`src/rtl/dsp_accum_pkg.sv`:
```
// Shared types and the round/saturate helper for the MAC frame-drain stage.
// No latency (types and a pure function only).
// No backpressure (no handshake lives here).
package dsp_accum_pkg;

  localparam int ACC_W = 38;
  localparam int RES_W = 16;

  typedef enum logic [1:0] {
    CLEAR   = 2'd0,
    ACCUM   = 2'd1,
    CAPTURE = 2'd2
  } state_t;

  typedef struct packed {
    logic                    sat;
    logic signed [RES_W-1:0] data;
  } res_t;

  // Round-half-up then clip to out_w signed bits; one guard bit keeps the
  // rounding add from wrapping at the top of the accumulator range.
  function automatic res_t round_sat(input logic signed [ACC_W-1:0] p,
                                     input int shift,
                                     input int out_w);
    logic signed [ACC_W:0] one;
    logic signed [ACC_W:0] s;
    logic signed [ACC_W:0] r;
    logic signed [ACC_W:0] hi;
    logic signed [ACC_W:0] lo;
    res_t                  res;
    one = {{ACC_W{1'b0}}, 1'b1};
    s   = {p[ACC_W-1], p};
    if (shift > 0) begin
      s = s + (one <<< (shift - 1));
    end
    r  = s >>> shift;
    hi = (one <<< (out_w - 1)) - one;
    lo = -(one <<< (out_w - 1));
    res.sat  = 1'b0;
    res.data = r[RES_W-1:0];
    if (r > hi) begin
      res.sat  = 1'b1;
      res.data = hi[RES_W-1:0];
    end else if (r < lo) begin
      res.sat  = 1'b1;
      res.data = lo[RES_W-1:0];
    end
    return res;
  endfunction

endpackage

```
`src/rtl/dsp_result_fifo2.sv`:
```
// Two-entry result FIFO with a registered head entry and a sticky drop flag.
// Latency: a push is visible at rd_dat/rd_vld after the same negedge.
// Backpressure: no write-side ready; a push into a full FIFO without a pop is dropped.
module dsp_result_fifo2 #(
  parameter int W = 17
) (
  input  logic         clk,
  input  logic         reset,
  input  logic         wr_vld,
  input  logic [W-1:0] wr_dat,
  output logic         rd_vld,
  input  logic         rd_rdy,
  output logic [W-1:0] rd_dat,
  output logic         drop
);

  logic [W-1:0] head_q;
  logic [W-1:0] tail_q;
  logic [1:0]   cnt_q;
  logic         pop;

  assign rd_vld = (cnt_q != 2'd0);
  assign rd_dat = head_q;
  assign pop    = rd_vld & rd_rdy;

  always_ff @(negedge clk or negedge reset) begin
    if (!reset) begin
      head_q <= '0;
      tail_q <= '0;
      cnt_q  <= 2'd0;
      drop   <= 1'b0;
    end else begin
      case ({wr_vld, pop})
        2'b10: begin
          case (cnt_q)
            2'd0: begin
              head_q <= wr_dat;
              cnt_q  <= 2'd1;
            end
            2'd1: begin
              tail_q <= wr_dat;
              cnt_q  <= 2'd2;
            end
            default: drop <= 1'b1;
          endcase
        end
        2'b01: begin
          head_q <= tail_q;
          cnt_q  <= cnt_q - 2'd1;
        end
        2'b11: begin
          // Simultaneous push and pop: occupancy is unchanged, head advances.
          if (cnt_q == 2'd1) begin
            head_q <= wr_dat;
          end else begin
            head_q <= tail_q;
            tail_q <= wr_dat;
          end
        end
        default: ;
      endcase
    end
  end

endmodule

```
`src/rtl/dsp_accum_frame_drain.sv`:
```
// Frames FRAME_LEN MAC accumulates, then rounds/saturates P and queues it.
// Latency: result valid one cycle after the CAPTURE cycle; frame = FRAME_LEN accepts + 2.
// Backpressure: in_ready_o only in ACCUM; a full output buffer drops results and sets overflow_o.
module dsp_accum_frame_drain #(
  parameter int ACC_W     = dsp_accum_pkg::ACC_W,
  parameter int OUT_W     = 16,
  parameter int SHIFT     = 4,
  parameter int FRAME_LEN = 4
) (
  input  logic                    clk,
  input  logic                    reset,
  input  logic signed [ACC_W-1:0] mac_p_i,
  input  logic                    in_valid_i,
  output logic                    in_ready_o,
  output logic                    mac_clear_o,
  output logic        [OUT_W-1:0] dout_o,
  output logic                    dout_sat_o,
  output logic                    dout_valid_o,
  input  logic                    dout_ready_i,
  output logic                    overflow_o
);

  import dsp_accum_pkg::*;

  localparam logic [7:0] LAST = 8'(FRAME_LEN - 1);

  state_t       state;
  logic [7:0]   cnt;
  res_t         rs;
  logic         push;
  logic [OUT_W:0] fifo_dat;

  always_ff @(negedge clk or negedge reset) begin
    if (!reset) begin
      state       <= CLEAR;
      cnt         <= '0;
      mac_clear_o <= 1'b1;
      in_ready_o  <= 1'b0;
    end else begin
      case (state)
        CLEAR: begin
          state       <= ACCUM;
          mac_clear_o <= 1'b0;
          in_ready_o  <= 1'b1;
        end
        ACCUM: begin
          if (in_valid_i && in_ready_o) begin
            if (cnt == LAST) begin
              cnt        <= '0;
              state      <= CAPTURE;
              in_ready_o <= 1'b0;
            end else begin
              cnt <= cnt + 8'd1;
            end
          end
        end
        CAPTURE: begin
          // P now holds the complete frame sum; clear the MAC next.
          state       <= CLEAR;
          mac_clear_o <= 1'b1;
        end
        default: begin
          state       <= CLEAR;
          cnt         <= '0;
          mac_clear_o <= 1'b1;
          in_ready_o  <= 1'b0;
        end
      endcase
    end
  end

  always_comb begin
    rs   = round_sat(mac_p_i, SHIFT, OUT_W);
    push = (state == CAPTURE);
  end

  dsp_result_fifo2 #(.W(OUT_W + 1)) u_fifo (
    .clk    (clk),
    .reset  (reset),
    .wr_vld (push),
    .wr_dat ({rs.sat, rs.data[OUT_W-1:0]}),
    .rd_vld (dout_valid_o),
    .rd_rdy (dout_ready_i),
    .rd_dat (fifo_dat),
    .drop   (overflow_o)
  );

  assign dout_sat_o = fifo_dat[OUT_W];
  assign dout_o     = fifo_dat[OUT_W-1:0];

endmodule

```
`config.mk`:
```
export PLATFORM = sky130hd
export DESIGN_NAME = dsp_accum_frame_drain
export DESIGN_NICKNAME = d
export VERILOG_FILES = /design/src/rtl/dsp_accum_pkg.sv /design/src/rtl/dsp_result_fifo2.sv /design/src/rtl/dsp_accum_frame_drain.sv
export SDC_FILE = /design/constraint.sdc
export NUM_CORES = 1
export LEC_CHECK = 0
export CAP_MARGIN = 20
export CORE_ASPECT_RATIO = 0.7
export CORE_MARGIN = 2
export CORE_UTILIZATION = 49
export CTS_BUF_LIST = sky130_fd_sc_hd__clkbuf_2
export CTS_CLUSTER_SIZE = 25
export DETAILED_ROUTE_END_ITERATION = 8
export PLACE_DENSITY = 0.82
export SKIP_CTS_REPAIR_TIMING = 1
export SLEW_MARGIN = 40
export SYNTH_ARGS = -nofsm -noshare
export SYNTH_HDL_FRONTEND = slang
export SYNTH_HIERARCHICAL = 1
export SYNTH_SLANG_ARGS = --single-unit
```
`constraint.sdc`:
```
create_clock -name clk -period 2.2 [get_ports clk]
set_input_delay 0.44 -clock clk [delete_from_list [all_inputs] [get_ports clk]]
set_output_delay 0.44 -clock clk [all_outputs]
set_load 0.03 [all_outputs]
```
* Word-level counts from Yosys, hierarchy flattened
Index checks and enable logic that the tools add are counted.
Widths: inputs -> output; s select.
** Storage, ports and cells
- Bits in registers :: 49
- Bits of input ports :: 42
- Output and inout bits :: 21
- Word-level logic and storage cells :: 64
** Operators by class
- Add/subtract/negate cells :: 3
- Magnitude comparators :: 2
- Equal/unequal tests :: 12
- Mux-type cells :: 19
- Bitwise gates (word level) :: 4
- Reductions and logical operators :: 16
** Operator list (count)
- $mux 17 :: 5
- $pmux 17 s3 :: 1
- $add 38x5->39 const B :: 1
- $gt 35x16->1 const B :: 1
- $lt 35x16->1 const B :: 1
- $pmux 17 s2 :: 1
- $mux 8 :: 2
- $pmux 8 s2 :: 1
- $pmux 2 s2 :: 3
- $reduce_and 2->1 :: 6
- $add 8x1->8 const B :: 1
- $eq 8x2->1 const B :: 1
- $eq 2x1->1 const B :: 3
- $eq 2x2->1 const B :: 3
- $ne 2x2->1 const B :: 3
- $reduce_bool 2->1 :: 3
- $logic_not 2->1 :: 2
- $mux 2 :: 2
- $reduce_or 2->1 :: 2
- $ne 3x1->1 const B :: 1
- $not 1->1 :: 3
- $pmux 1 s3 :: 1
- $reduce_and 3->1 :: 1
- $reduce_bool 3->1 :: 1
- 6 further kinds :: 7

* Logic depth before layout (Yosys ltp)
- Word-level depth :: 6
- Mapped depth :: 11
- Mapped depth without buffers :: 10

* Hierarchy
Netlist, hierarchy kept.
** Modules (own cells, without submodules)
- dsp_accum_frame_drain :: times used 1, cells an instance 242, area an instance 1762.9 sq um, seq. area each 301.5 sq um
- dsp_result_fifo2 :: times used 1, cells an instance 130, area an instance 1690.4 sq um, seq. area each 925.9 sq um

==> qor.log <==
[timing] Rel. slew slack 0.522
[global_routing] first-pass GRT wire length 16.8 mm
[global_routing] Global Route Usage Sum 0.273
[synthesis] prevailing post-synth register cell dfrtn_1
[die] starting density of the core 0.509
[clock_tree] maximum buffer depth of the clock tree 2
[timing] setup repair after global routing missed its margin yes
[placement] IO buf count 59
[die] standard-cell rows 25
[synthesis] leading cell type by number of instances after synthesis dfrtn_1
[timing] transition time at the pin with the least slew margin 0.715 ns
[outcome] status complete, but fails checks
[timing] Clock Skew 0.106 ns
[synthesis] synthesized area per cell 9.28 um2
[worst_setup_path] maximum fanout along the worst path 6
[detailed_routing] final routed wire length divided by cell count 19.5 um
[timing] final setup slack of the worst path -1.59 ns
[global_routing] pin count of the biggest net entering global routing 49
[detailed_routing] DRT Wirelength 12.1 mm
[die] Std-Cell Core Area 6790 um2
[synthesis] number of synthesized flops with an enable pin 0
[worst_setup_path] Worst path max stage delay 0.52 ns
[placement] detailed-placement wirelength estimate 8.13 mm
[synthesis] synth unique cells 71
[pwr] Worst IR Drop VDD 627 uV
[cells_and_area] number of nets in the layout 575
[timing] final hold slack 0.448 ns
[placement] Placement Setup Slack -2.36 ns
[timing] total of endpoints with negative setup slack in the final report 55
[pwr] Tot Pwr 0.00330 W
[detailed_routing] iteration-0 DRC count of the detailed router 429
[synthesis] cells after synthesis 372
[synthesis] main area contributors after synthesis dfrtn_1 35%, nand3_1 3.8%, a221o_1 3.5%
[worst_setup_path] library cell contributing the largest single delay on the critical path or4_4
[worst_setup_path] critical path endpoint category register
[placement] placement-stage cell area 4850 um2
[clock_tree] number of H-tree branching levels 2
[synthesis] Async SR Flop Fraction 1.00
[clock_tree] Worst-Skew Late Latency 0.48 ns
[timing] Max Transition Viols Final 0
[global_routing] met3 usage 0.0570
[global_routing] total gr overflow 0
[global_routing] number of antenna violations at the first check in global routing 0
[hold_path] Hold WC Path Type register to register
[clock_tree] total number of clock tree sinks 49
[synthesis] net count of the mapped netlist 419
[cells_and_area] share of final-layout standard cells stronger than drive strength 1 0.469
[placement] gpl congestion 1.04
[die] die area 7750 um2
[pwr] total power density per cell area 604 nW/um2
[die] width of the chip 104 um
[die] die height 74.2 um
[cells_and_area] final standard cell area without fillers 5450 um2
[global_routing] via count of the first global-routing pass 3435
[synthesis] top cell types by occurrence after synthesis 48 x dfrtn_1, 26 x nand3_1, 24 x o21ai_0
[detailed_routing] Vias per Instance 6.19
[die] num ports 63
[synthesis] post-synthesis sequential area ratio 0.355
[detailed_routing] detailed-route DRC error count 0
[worst_setup_path] CP bufs+invs 3
[pwr] LEAKAGE 2.50 nW
[detailed_routing] number of detailed-route iterations in the first pass 6
[worst_setup_path] element type at the critical path start primary input
[clock_tree] post-CTS clock slew at the launch and capture registers of the worst setup and hold paths 0.17 ns
[outcome] violated checks negative setup slack
[clock_tree] TritonCTS buffer count 5
[timing] final count of hold timing violations 0
[worst_setup_path] cell class contributing the biggest share of worst-path delay simple AND/OR/NAND/NOR gates
[worst_setup_path] arrival time reported for the critical path endpoint 2.96 ns
[synthesis] top-area cell type share of the netlist area 0.348
[worst_setup_path] class of the most critical setup path primary input to register
[clock_tree] TritonCTS clock tree yes
[run] number of maximum-capacitance constraint violations 0
[detailed_routing] via count 3856
[cells_and_area] number of diodes 0
[global_routing] met1 routing resource usage after global routing 0.404
[clock_tree] master cell of the clock root buffer clkbuf_2
[global_routing] met2 Usage GRT 0.416
[cells_and_area] area grow syn2layout 57.9%
[timing] TNS Setup -58.61 ns
[synthesis] post-synthesis sequential element count 49
[worst_setup_path] Critical Path, Cell by Cell dlymetal6s2s_1, nand3_2, buf_4, or3_4, nor2_1, a31oi_1, or4_4, o31ai_4, buf_6, o21ai_1, a221o_1
[detailed_routing] count of nets left with antenna violations after detail routing 0
[synthesis] area leader, netlist dfrtn_1
[worst_setup_path] worst path required time 1.37 ns
[synthesis] YS warnings 6
[global_routing] gr busiest metal met2
[synthesis] summed instance area of the synthesized netlist 3450 um2
==> metal layers <==
| layer | vias to the layer above | part of all wire |
|---|---|---|
| met5 | - | 0 |
| met3 | 27 | 0.084 |
| met2 | 241 | 0.46 |
| met1 | 1866 | 0.44 |
| met4 | 0 | 0.012 |
| li1 | 1722 | - |
==> cells in the final DEF (no fill, tap or decap), types with 4 or more instances in the layout <==
cell             instances
buf_4                  100
dfrtn_1                 48
buf_6                   35
dlymetal6s2s_1          26
nand3_1                 18
nand2_1                 18
o21ai_0                 15
a221o_1                 12
nand4_1                 11
xnor2_1                 10
and2_0                  10
a21oi_1                  9
mux2_4                   9
nor2_1                   8
o21ai_2                  8
o21ai_1                  8
nand2b_1                 7
mux2_2                   7
clkbuf_2                 7
nand3_2                  6
nor2b_1                  6
and3_1                   6
xor2_1                   6
nor3_1                   5
a31oi_1                  5
nor3_2                   5
inv_1                    5
nor2_2                   4
inv_2                    4
and3_4                   4
clkdlybuf4s50_1          4
o221a_2                  4
==> worst paths after layout <==
path | end | from | cells past startpoint | slack, ns
max in group asynchronous | u_fifo/cnt_q[0]$_DFFE_NN0P_ | reset | 2 | 0.96
max | u_fifo/rd_dat[3]$_DFFE_NN0P_ | mac_p_i[12] | 11 | -1.59
max reg2reg | u_fifo/tail_q[11]$_DFFE_NN0P_ | u_fifo/cnt_q[1]$_DFFE_NN0P_ | 6 | -0.02
min in group asynchronous | cnt[7]$_DFFE_NN0P_ | reset | 2 | 0.98
min | u_fifo/drop$_DFFE_NN0P_ | u_fifo/drop$_DFFE_NN0P_ | 1 | 0.45
min reg2reg | u_fifo/drop$_DFFE_NN0P_ | u_fifo/drop$_DFFE_NN0P_ | 1 | 0.45
==> metrics by stage <==
| stage | cells | utilization |
|---|---|---|
| 2_1_floorplan | 372 | - |
| 3_3_place_gp | 603 | 0.714 |
| 3_5_place_dp | 603 | 0.714 |
| 4_1_cts | 611 | 0.720 |
| 5_1_grt | 623 | 0.804 |
| 6_report | 623 | 0.804 |
==> registers in the layout, summed over array words and instances (netlist names) <==
name,flops
u_fifo/tail_q,17
cnt,8
in_ready_o,1
u_fifo/drop,1
u_fifo/cnt_q,2
u_fifo/rd_dat,17
mac_clear_o,1
state,2
==> report_power, final <==
group	internal (W)	total, W	switching (W)
clock	0.0000844	0.000396	0.000311
combinational	0.000824	0.00168	0.000857
sequential	0.00108	0.00122	0.000137
total	0.00199	0.00330	0.00131
==> final cells by class <==
class	count	area, um2
clock buffers	6	30.0
fillers	405	1330
repair buffers	169	1560
multi-input cells	294	2470
inverters	8	33.8
clock inverters	3	13.8
well taps	94	118
flip-flops and latches	49	1230
==> logic make-up (layout without fill, tap and decap cells) <==
kind of cell,count (synthesis),in the layout,synth area share
xor gates and xnor gates,17,17,0.0431
AOI/OAI and AO/OA,96,96,0.202
adders and majority gates,5,5,0.0181
buffers and inverters,29,186,0.0460
DFF,49,49,0.355
muxes,20,20,0.0659
and+or+nand+nor,156,156,0.269
Power figures use the tool's default switching activity.
